$ cat src/rtl/mem_power_sequencer.sv
// ---------------------------------------------------------------------------
// mem_power_sequencer
//
// Sequences a core and its memory macro into and out of a low-power sleep
// state. Entry stops instruction fetch, waits for the core to go idle,
// gates the core clock, puts the memory into retention and, for deep
// sleep, opens the large and then the small power switch. Wake-up walks
// the same ladder in reverse. Each timed step has a programmable dwell.
//
// Parameters
//   CNT_W             width of the dwell counter and dwell configuration
//
// Ports
//   clk_i             core-domain clock, rising edge
//   HRESETn           asynchronous active-low reset
//   sleep_req_i       one-cycle sleep request, honoured only in RUN
//   deep_i            sleep depth captured with an accepted request
//                     (1 = open power switches, 0 = retention only)
//   wake_i            level wake source
//   core_busy_i       core still executing; entry waits while high
//   cfg_t_down_i      power-down step dwell minus one
//   cfg_t_up_i        power-up step dwell minus one
//   fetch_en_o        core fetch enable
//   clk_gate_core_o   core clock enable (1 = running)
//   mem_sleep_o       memory retention pin (1 = retention)
//   mem_gate_small_o  small power switch (1 = closed / powered)
//   mem_gate_large_o  large power switch (1 = closed / powered)
//   sleeping_o        high only while asleep
//   busy_o            high while moving between RUN and SLEEP
// ---------------------------------------------------------------------------
module mem_power_sequencer #(
    parameter int CNT_W = 8
) (
    input  logic             clk_i,
    input  logic             HRESETn,
    input  logic             sleep_req_i,
    input  logic             deep_i,
    input  logic             wake_i,
    input  logic             core_busy_i,
    input  logic [CNT_W-1:0] cfg_t_down_i,
    input  logic [CNT_W-1:0] cfg_t_up_i,
    output logic             fetch_en_o,
    output logic             clk_gate_core_o,
    output logic             mem_sleep_o,
    output logic             mem_gate_small_o,
    output logic             mem_gate_large_o,
    output logic             sleeping_o,
    output logic             busy_o
);

    typedef enum logic [3:0] {
        RUN,
        DRAIN,
        CLK_OFF,
        MEM_RET,
        GATE_L,
        GATE_S,
        SLEEP,
        UNGATE_S,
        UNGATE_L,
        MEM_WAKE,
        CLK_ON
    } state_e;

    // Output vector order: fetch_en, clk_gate, mem_sleep, gate_small, gate_large
    localparam logic [4:0] OutRun     = 5'b11011;
    localparam logic [4:0] OutDrain   = 5'b01011;
    localparam logic [4:0] OutClkOff  = 5'b00011;
    localparam logic [4:0] OutMemRet  = 5'b00111;
    localparam logic [4:0] OutGateL   = 5'b00110;
    localparam logic [4:0] OutGateS   = 5'b00100;

    localparam logic [CNT_W-1:0] CntOne = {{(CNT_W-1){1'b0}}, 1'b1};

    state_e            state_q, state_d;
    logic              deep_q, deep_d;
    logic [CNT_W-1:0]  dwellCnt_q, dwellCnt_d;
    logic [4:0]        pwrOut_q, pwrOut_d;
    logic              sleeping_q, sleeping_d;
    logic              busy_q, busy_d;
    logic              dwellDone;

    assign dwellDone = (dwellCnt_q == '0);

    // Next state, dwell counter and registered-output decode.
    // Outputs are decoded from the next state so that the output flops
    // always reflect the state register they are clocked alongside.
    always_comb begin
        state_d    = state_q;
        deep_d     = deep_q;
        dwellCnt_d = dwellCnt_q;
        pwrOut_d   = OutRun;
        sleeping_d = 1'b0;
        busy_d     = 1'b0;

        case (state_q)
            RUN: begin
                if (sleep_req_i && !wake_i) begin
                    state_d = DRAIN;
                    deep_d  = deep_i;
                end
            end
            // Wake wins over idle so a pending irq aborts the entry.
            DRAIN: begin
                if (wake_i) begin
                    state_d = RUN;
                end else if (!core_busy_i) begin
                    state_d = CLK_OFF;
                end
            end
            CLK_OFF: state_d = MEM_RET;
            // Wake at the end of a power-down dwell turns back through the
            // mirror state instead of going deeper.
            MEM_RET: begin
                if (dwellDone) begin
                    if (wake_i) begin
                        state_d = MEM_WAKE;
                    end else if (deep_q) begin
                        state_d = GATE_L;
                    end else begin
                        state_d = SLEEP;
                    end
                end
            end
            GATE_L: begin
                if (dwellDone) begin
                    state_d = wake_i ? UNGATE_L : GATE_S;
                end
            end
            GATE_S: begin
                if (dwellDone) begin
                    state_d = wake_i ? UNGATE_S : SLEEP;
                end
            end
            SLEEP: begin
                if (wake_i) begin
                    state_d = deep_q ? UNGATE_S : MEM_WAKE;
                end
            end
            UNGATE_S: if (dwellDone) state_d = UNGATE_L;
            UNGATE_L: if (dwellDone) state_d = MEM_WAKE;
            MEM_WAKE: if (dwellDone) state_d = CLK_ON;
            CLK_ON:   state_d = RUN;
            default:  state_d = RUN;
        endcase

        // The dwell is captured on entry, so later cfg changes cannot
        // stretch or shorten a dwell already in progress.
        if (state_d != state_q) begin
            case (state_d)
                MEM_RET, GATE_L, GATE_S:     dwellCnt_d = cfg_t_down_i;
                UNGATE_S, UNGATE_L, MEM_WAKE: dwellCnt_d = cfg_t_up_i;
                default:                     dwellCnt_d = '0;
            endcase
        end else if (!dwellDone) begin
            dwellCnt_d = dwellCnt_q - CntOne;
        end

        // Power-up states reuse the power-down encodings one rung higher,
        // which keeps the small switch closing before the large one.
        case (state_d)
            RUN:      pwrOut_d = OutRun;
            DRAIN:    pwrOut_d = OutDrain;
            CLK_OFF:  pwrOut_d = OutClkOff;
            MEM_RET:  pwrOut_d = OutMemRet;
            GATE_L:   pwrOut_d = OutGateL;
            GATE_S:   pwrOut_d = OutGateS;
            SLEEP:    pwrOut_d = deep_d ? OutGateS : OutMemRet;
            UNGATE_S: pwrOut_d = OutGateL;
            UNGATE_L: pwrOut_d = OutMemRet;
            MEM_WAKE: pwrOut_d = OutClkOff;
            CLK_ON:   pwrOut_d = OutDrain;
            default:  pwrOut_d = OutRun;
        endcase

        sleeping_d = (state_d == SLEEP);
        busy_d     = (state_d != RUN) && (state_d != SLEEP);
    end

    // State and output registers; reset forces the RUN outputs at once,
    // even from SLEEP with switches open.
    always_ff @(posedge clk_i or negedge HRESETn) begin
        if (!HRESETn) begin
            state_q    <= RUN;
            deep_q     <= 1'b0;
            dwellCnt_q <= '0;
            pwrOut_q   <= OutRun;
            sleeping_q <= 1'b0;
            busy_q     <= 1'b0;
        end else begin
            state_q    <= state_d;
            deep_q     <= deep_d;
            dwellCnt_q <= dwellCnt_d;
            pwrOut_q   <= pwrOut_d;
            sleeping_q <= sleeping_d;
            busy_q     <= busy_d;
        end
    end

    assign fetch_en_o       = pwrOut_q[4];
    assign clk_gate_core_o  = pwrOut_q[3];
    assign mem_sleep_o      = pwrOut_q[2];
    assign mem_gate_small_o = pwrOut_q[1];
    assign mem_gate_large_o = pwrOut_q[0];
    assign sleeping_o       = sleeping_q;
    assign busy_o           = busy_q;

endmodule

$ cat config.mk
export PLATFORM = sky130hd
export DESIGN_NAME = mem_power_sequencer
export DESIGN_NICKNAME = d
export VERILOG_FILES = /design/src/rtl/mem_power_sequencer.sv
export SDC_FILE = /design/constraint.sdc
export NUM_CORES = 1
export LEC_CHECK = 0
export CORE_UTILIZATION = 56
export DETAILED_ROUTE_END_ITERATION = 10
export MAX_ROUTING_LAYER = met4
export PLACE_DENSITY_LB_ADDON = 0.05
export SLEW_MARGIN = 20
export SYNTH_ARGS = -nofsm -noshare
export SYNTH_HDL_FRONTEND = slang
export SYNTH_SLANG_ARGS = --single-unit
export TNS_END_PERCENT = 5
$ cat constraint.sdc
create_clock -name clk_i -period 7.62 [get_ports clk_i]
set_input_delay 2.286 -clock clk_i [delete_from_list [all_inputs] [get_ports clk_i]]
set_output_delay 2.286 -clock clk_i [all_outputs]
set_load 0.005 [all_outputs]
-- Yosys cells after proc, flatten, opt, wreduce, memory -nomap -nowiden
Cells that the tools add are included.
- equality and inequality tests: 22
- $add $sub $neg: 1
- reductions and logical operators: 12
- muxes and demuxes: 23
- operators by type and width (kind ; count):
    $mux W4 ; 13
    $pmux W4 S10 ; 1
    $eq A4 B3 Y1 const B ; 8
    $pmux W5 S6 ; 1
    $eq A4 B4 Y1 const B ; 5
    $eq A4 B2 Y1 const B ; 4
    $mux W8 ; 2
    $pmux W8 S2 ; 1
    $eq A4 B1 Y1 const B ; 2
    $logic_not A8 Y1 ; 1
    $reduce_or A2 Y1 ; 4
    $sub A8 B1 Y8 const B ; 1
    $reduce_or A3 Y1 ; 2
    $logic_not A4 Y1 ; 1
    $mux W2 ; 2
    $ne A4 B3 Y1 const B ; 1
    $ne A4 B4 Y1 ; 1
    $reduce_bool A4 Y1 ; 1
    $mux W1 ; 3
    $logic_and A1 B1 Y1 ; 2
    $ne A2 B1 Y1 const B ; 1
    $logic_not A1 Y1 ; 1
- input port bits: 22
- register bits after elaboration: 20

-- Logic depth before layout (Yosys ltp)
- word-level depth: 8
- gate-level depth with buffers: 11
- depth with buffers taken out: 9

-- Least setup slack after synthesis
No wires, ideal clock.
- path type: input -> register
- from: input port wake_i
- to: register dwellCnt_q[2]
- arrival time: 3.943 ns
- data required time: 7.482 ns
- setup time: 0.138 ns
- path buffers: 2
- path slack: 3.538 ns
- cell stages on the path: 7
- cell sequence: buf_2 > nor4bb_1 > a2111oi_0 > a2111o_1 > clkbuf_1 > a31oi_1 > a41oi_2
- word-level cells in the longest chain between the ends: 8
- elaborated cells between the ends (all ways): 24
- ends and longest elaborated chain (what ; line ; source):
    start, declared ; 38 ; input logic wake_i,
    $logic_not A1 Y1 ; 98 ; if (sleep_req_i && !wake_i) begin
    $logic_and A1 B1 Y1 ; 98 ;
    $mux W4 ; 98 ;
    $pmux W4 S10 (*) ; 96 ; case (state_q)
    $eq A4 B4 Y1, or another cell as far along ; 150 ; case (state_d)
    $reduce_or A3 Y1 ; 150 ;
    $pmux W8 S2 ; 150 ;
    $mux W8 ; 149 ; if (state_d != state_q) begin
    end signal, assigned ; 193 ; dwellCnt_q <= dwellCnt_d;
    end, declared ; 77 ; logic [CNT_W-1:0] dwellCnt_q, dwellCnt_d;
Mark *: on every way between the ends. The rest lies on a longest branch, timed or not.
A chain may end at the register's enable or synchronous reset.

-- Worst setup path after layout
- from: input port wake_i
- to: register dwellCnt_q[6]
The elaborated chain is that of the path after synthesis.

==> impl_results.md <==
- Status: finished clean
- Die height: 55.61 µm
- Final nets: 220
- Final worst path period share: 64.76%
- Worst setup path end: dwellCnt_q[6]$_DFFE_PN0P_
- Post-CTS Setup Bufs: 0
- CTS sink count: 20
- WS Path Type: input port to register
- Crit-path max cell delay: 740 ps
- Hold/Removal Path Class: register to register
- Global Route met1 Usage: 33.08%
- Critical R2R Launch: dwellCnt_q[0]$_DFFE_PN0P_
- Gpl congestion: 0.8356
- Area contributors post-synth: dfrtp_1 25%, a41oi_2 8.1%, dfstp_2 6.5%
- Yosys warns: 0
- Max cap viols: 0
- Final hold vios: 0
- WP data arrival: 5160 ps
- Critical path launch point: wake_i
- Rel. slew slack: 37.17%
- Pin count of the biggest net entering global routing: 23
- Layout Skew: 2.467 ps
- First-pass GRT wire length: 6.789 mm
- Top Ports: 29
- Longest Clk Path Bufs: 2
- Reg2reg path depth: 8
- Mapped Cells: 177
- Final ANT Viol Nets: 0
- Area growth, synth to finish: 18.66%
- Req. time, crit path: 7850 ps
- R2R Path End: dwellCnt_q[2]$_DFFE_PN0P_
- Power density cells: 292.5 nW/µm²
- Hold buffers post-CTS: 0
- Initial Util: 58.86%
- Crit path time final: 4934 ps
- Sequential share of the synthesized area: 31.42%
- Port-buffer cells: 28
- Total wire length: 4.006 mm
- Most common cell in the netlist: nand3_1
- Worst setup EP type: register
- Critical path startpoint category: input port
- Reg2reg setup slack: 4360 ps
- Final slew viol count: 0
- Number of global-route vias before repair: 1477
- Hold depth: 2
- Initial antenna violation count: 0
- Slowest CP cell: clkdlybuf4s50_1
- Crit path max fanout: 22
- Die Footprint: 3092 µm²
- Post-synthesis cell type count: 56
- Number of fill cells in the layout: 227
- Met2 Use GR: 49.05%
- Ys async rst share: 100.0%
- Hpwl dp: 2.981 mm
- M3 GR Usage: 4.651%
- Worst-skew pair later-pin latency: 310 ps
- Syn Area/Cell: 9.091 µm²
- Placeable Area: 2734 µm²
- Syn nets: 200
- CTS tree: done
- Htree depth: 1
- Starting DRT DRC Count: 48
- Worst path cell trace: clkdlybuf4s50_1, nor4bb_1, a2111oi_0, a2111o_1, nor2_2, nand3_1, a41oi_2
- # rows: 19
- Pwr Total: 558.5 µW
- Most Used Layer, Global Route: met2
- Setup TNS: 0 ps
- Max frequency: 202.7 MHz
- #FFs+latches synth: 20
- Synth top cells by count: 19 x nand3_1, 16 x dfrtp_1, 11 x and3_1, 10 x nor2_1, 9 x nand2_1
- Hold slack: 675.5 ps
- Leak pwr: 0.0007129 µW
- Share of cells above drive strength 1: 14.29%
- Vias per cell: 6.727
- GRT Total Usage: 28.83%
- Prevailing post-synth register cell: dfrtp_1
- EDFF count, synth: 0
- Clock transition at path regs: 120 ps
- CTS Buf Count: 3
- Peak VDD IR: 0.2862 mV
- Cts repair resizes: 0
- Cell Area, Synth: 1609 µm²
- Grt ovf: 0
- Via count: 1527
- Root Buffer: clkbuf_4
- Pin slew with the least headroom to its limit: 939.5 ps
- 1st-pass router iterations: 4
- Ant. Diodes: 0
- Yosys top cell by area: dfrtp_1
- # DRC: 0
- Post-synth top area share: 24.88%
- RSZ-0062 raised after global routing: no
- Setup violations, final: 0
- Die Width: 55.61 µm
- Avg WL per Cell: 17.65 µm
## power by group
| group | internal (µW) | leakage [µW] | switching, µW | total [µW] |
|---|---|---|---|---|
| Combinational | 131 | 0.000461 | 152 | 284 |
| Sequential | 142 | 0.000224 | 43.8 | 185 |
| Clock | 53.2 | 0.0000279 | 36.0 | 89.2 |
## cell usage in the layout, fill, tap and decap left out, types with 2 or more instances in the layout
cell type / count
nor2b_1: 3
a21oi_1: 2
nand2b_1: 2
xor2_1: 3
nor2_1: 10
o21ai_0: 4
a41oi_2: 8
clkbuf_4: 3
nand2_1: 9
dfstp_2: 4
a221oi_1: 3
a31oi_1: 8
nand3_1: 19
dfrtp_1: 16
nor3_1: 6
xnor2_1: 3
or3_1: 4
and3_1: 11
clkdlybuf4s50_1: 28
nor4bb_1: 2
a211oi_1: 6
inv_1: 8
## worst min-delay path by stage
stage,from,end,slack (ps)
after global placement,deep_q$_DFF_PN0_,deep_q$_DFF_PN0_,620
final,deep_q$_DFF_PN0_,deep_q$_DFF_PN0_,680
after global routing,deep_q$_DFF_PN0_,deep_q$_DFF_PN0_,710
after CTS,deep_q$_DFF_PN0_,deep_q$_DFF_PN0_,670
after detailed placement,deep_q$_DFF_PN0_,deep_q$_DFF_PN0_,640
after floorplan,deep_q$_DFF_PN0_,deep_q$_DFF_PN0_,530
## critical path: cells and delay by family
kind | cells | cell delay, ps
buf+inv | 1 | 740
simple gates | 3 | 1110
compound gates | 3 | 1020
## kinds of logic after synthesis
group	count (synthesis)	share of synthesized area, %
fa+ha+maj	1	0.7775
xor+xnor	6	3.267
mux	2	1.322
flops	20	31.41
buf+inv	23	6.999
compound gates	50	30.02
simple gates	75	26.21
## sequential cells by signal, indices dropped and copies added, names as in the netlist
name	flops
pwrOut_q	5
sleeping_o	1
deep_q	1
busy_o	1
dwellCnt_q	8
state_q	4
## final cells by class
| class | instances | area (µm²) | area share, % |
|---|---|---|---|
| Timing Repair Buffer | 29 | 287.8 | 15.07 |
| Clock inverter | 1 | 30.03 | 1.573 |
| Multi-Input combinational cell | 134 | 991.0 | 51.90 |
| Inverter | 9 | 33.78 | 1.769 |
| Sequential cell | 20 | 505.5 | 26.47 |
| Tap cell | 31 | 38.79 | 2.031 |
| Clock buffer | 3 | 22.52 | 1.180 |
## metrics by stage
step / worst slack [ps] / util [%] / cells / cell area, µm²
2_1_floorplan: 3538 / - / 177 / 1609
3_3_place_gp: 2509 / 67.92 / 223 / 1857
3_5_place_dp: 2373 / 67.92 / 223 / 1857
4_1_cts: 2705 / 69.84 / 227 / 1909
5_1_grt: 2447 / 69.84 / 227 / 1909
6_report: 2686 / 69.84 / 227 / 1909
## layer usage
metal	vias up	routed length [µm]
met3	12	168
met1	739	1586
met4	0	126
met2	50	2124
met5	-	0
li1	726	-
(Power assumes the default switching activity.)
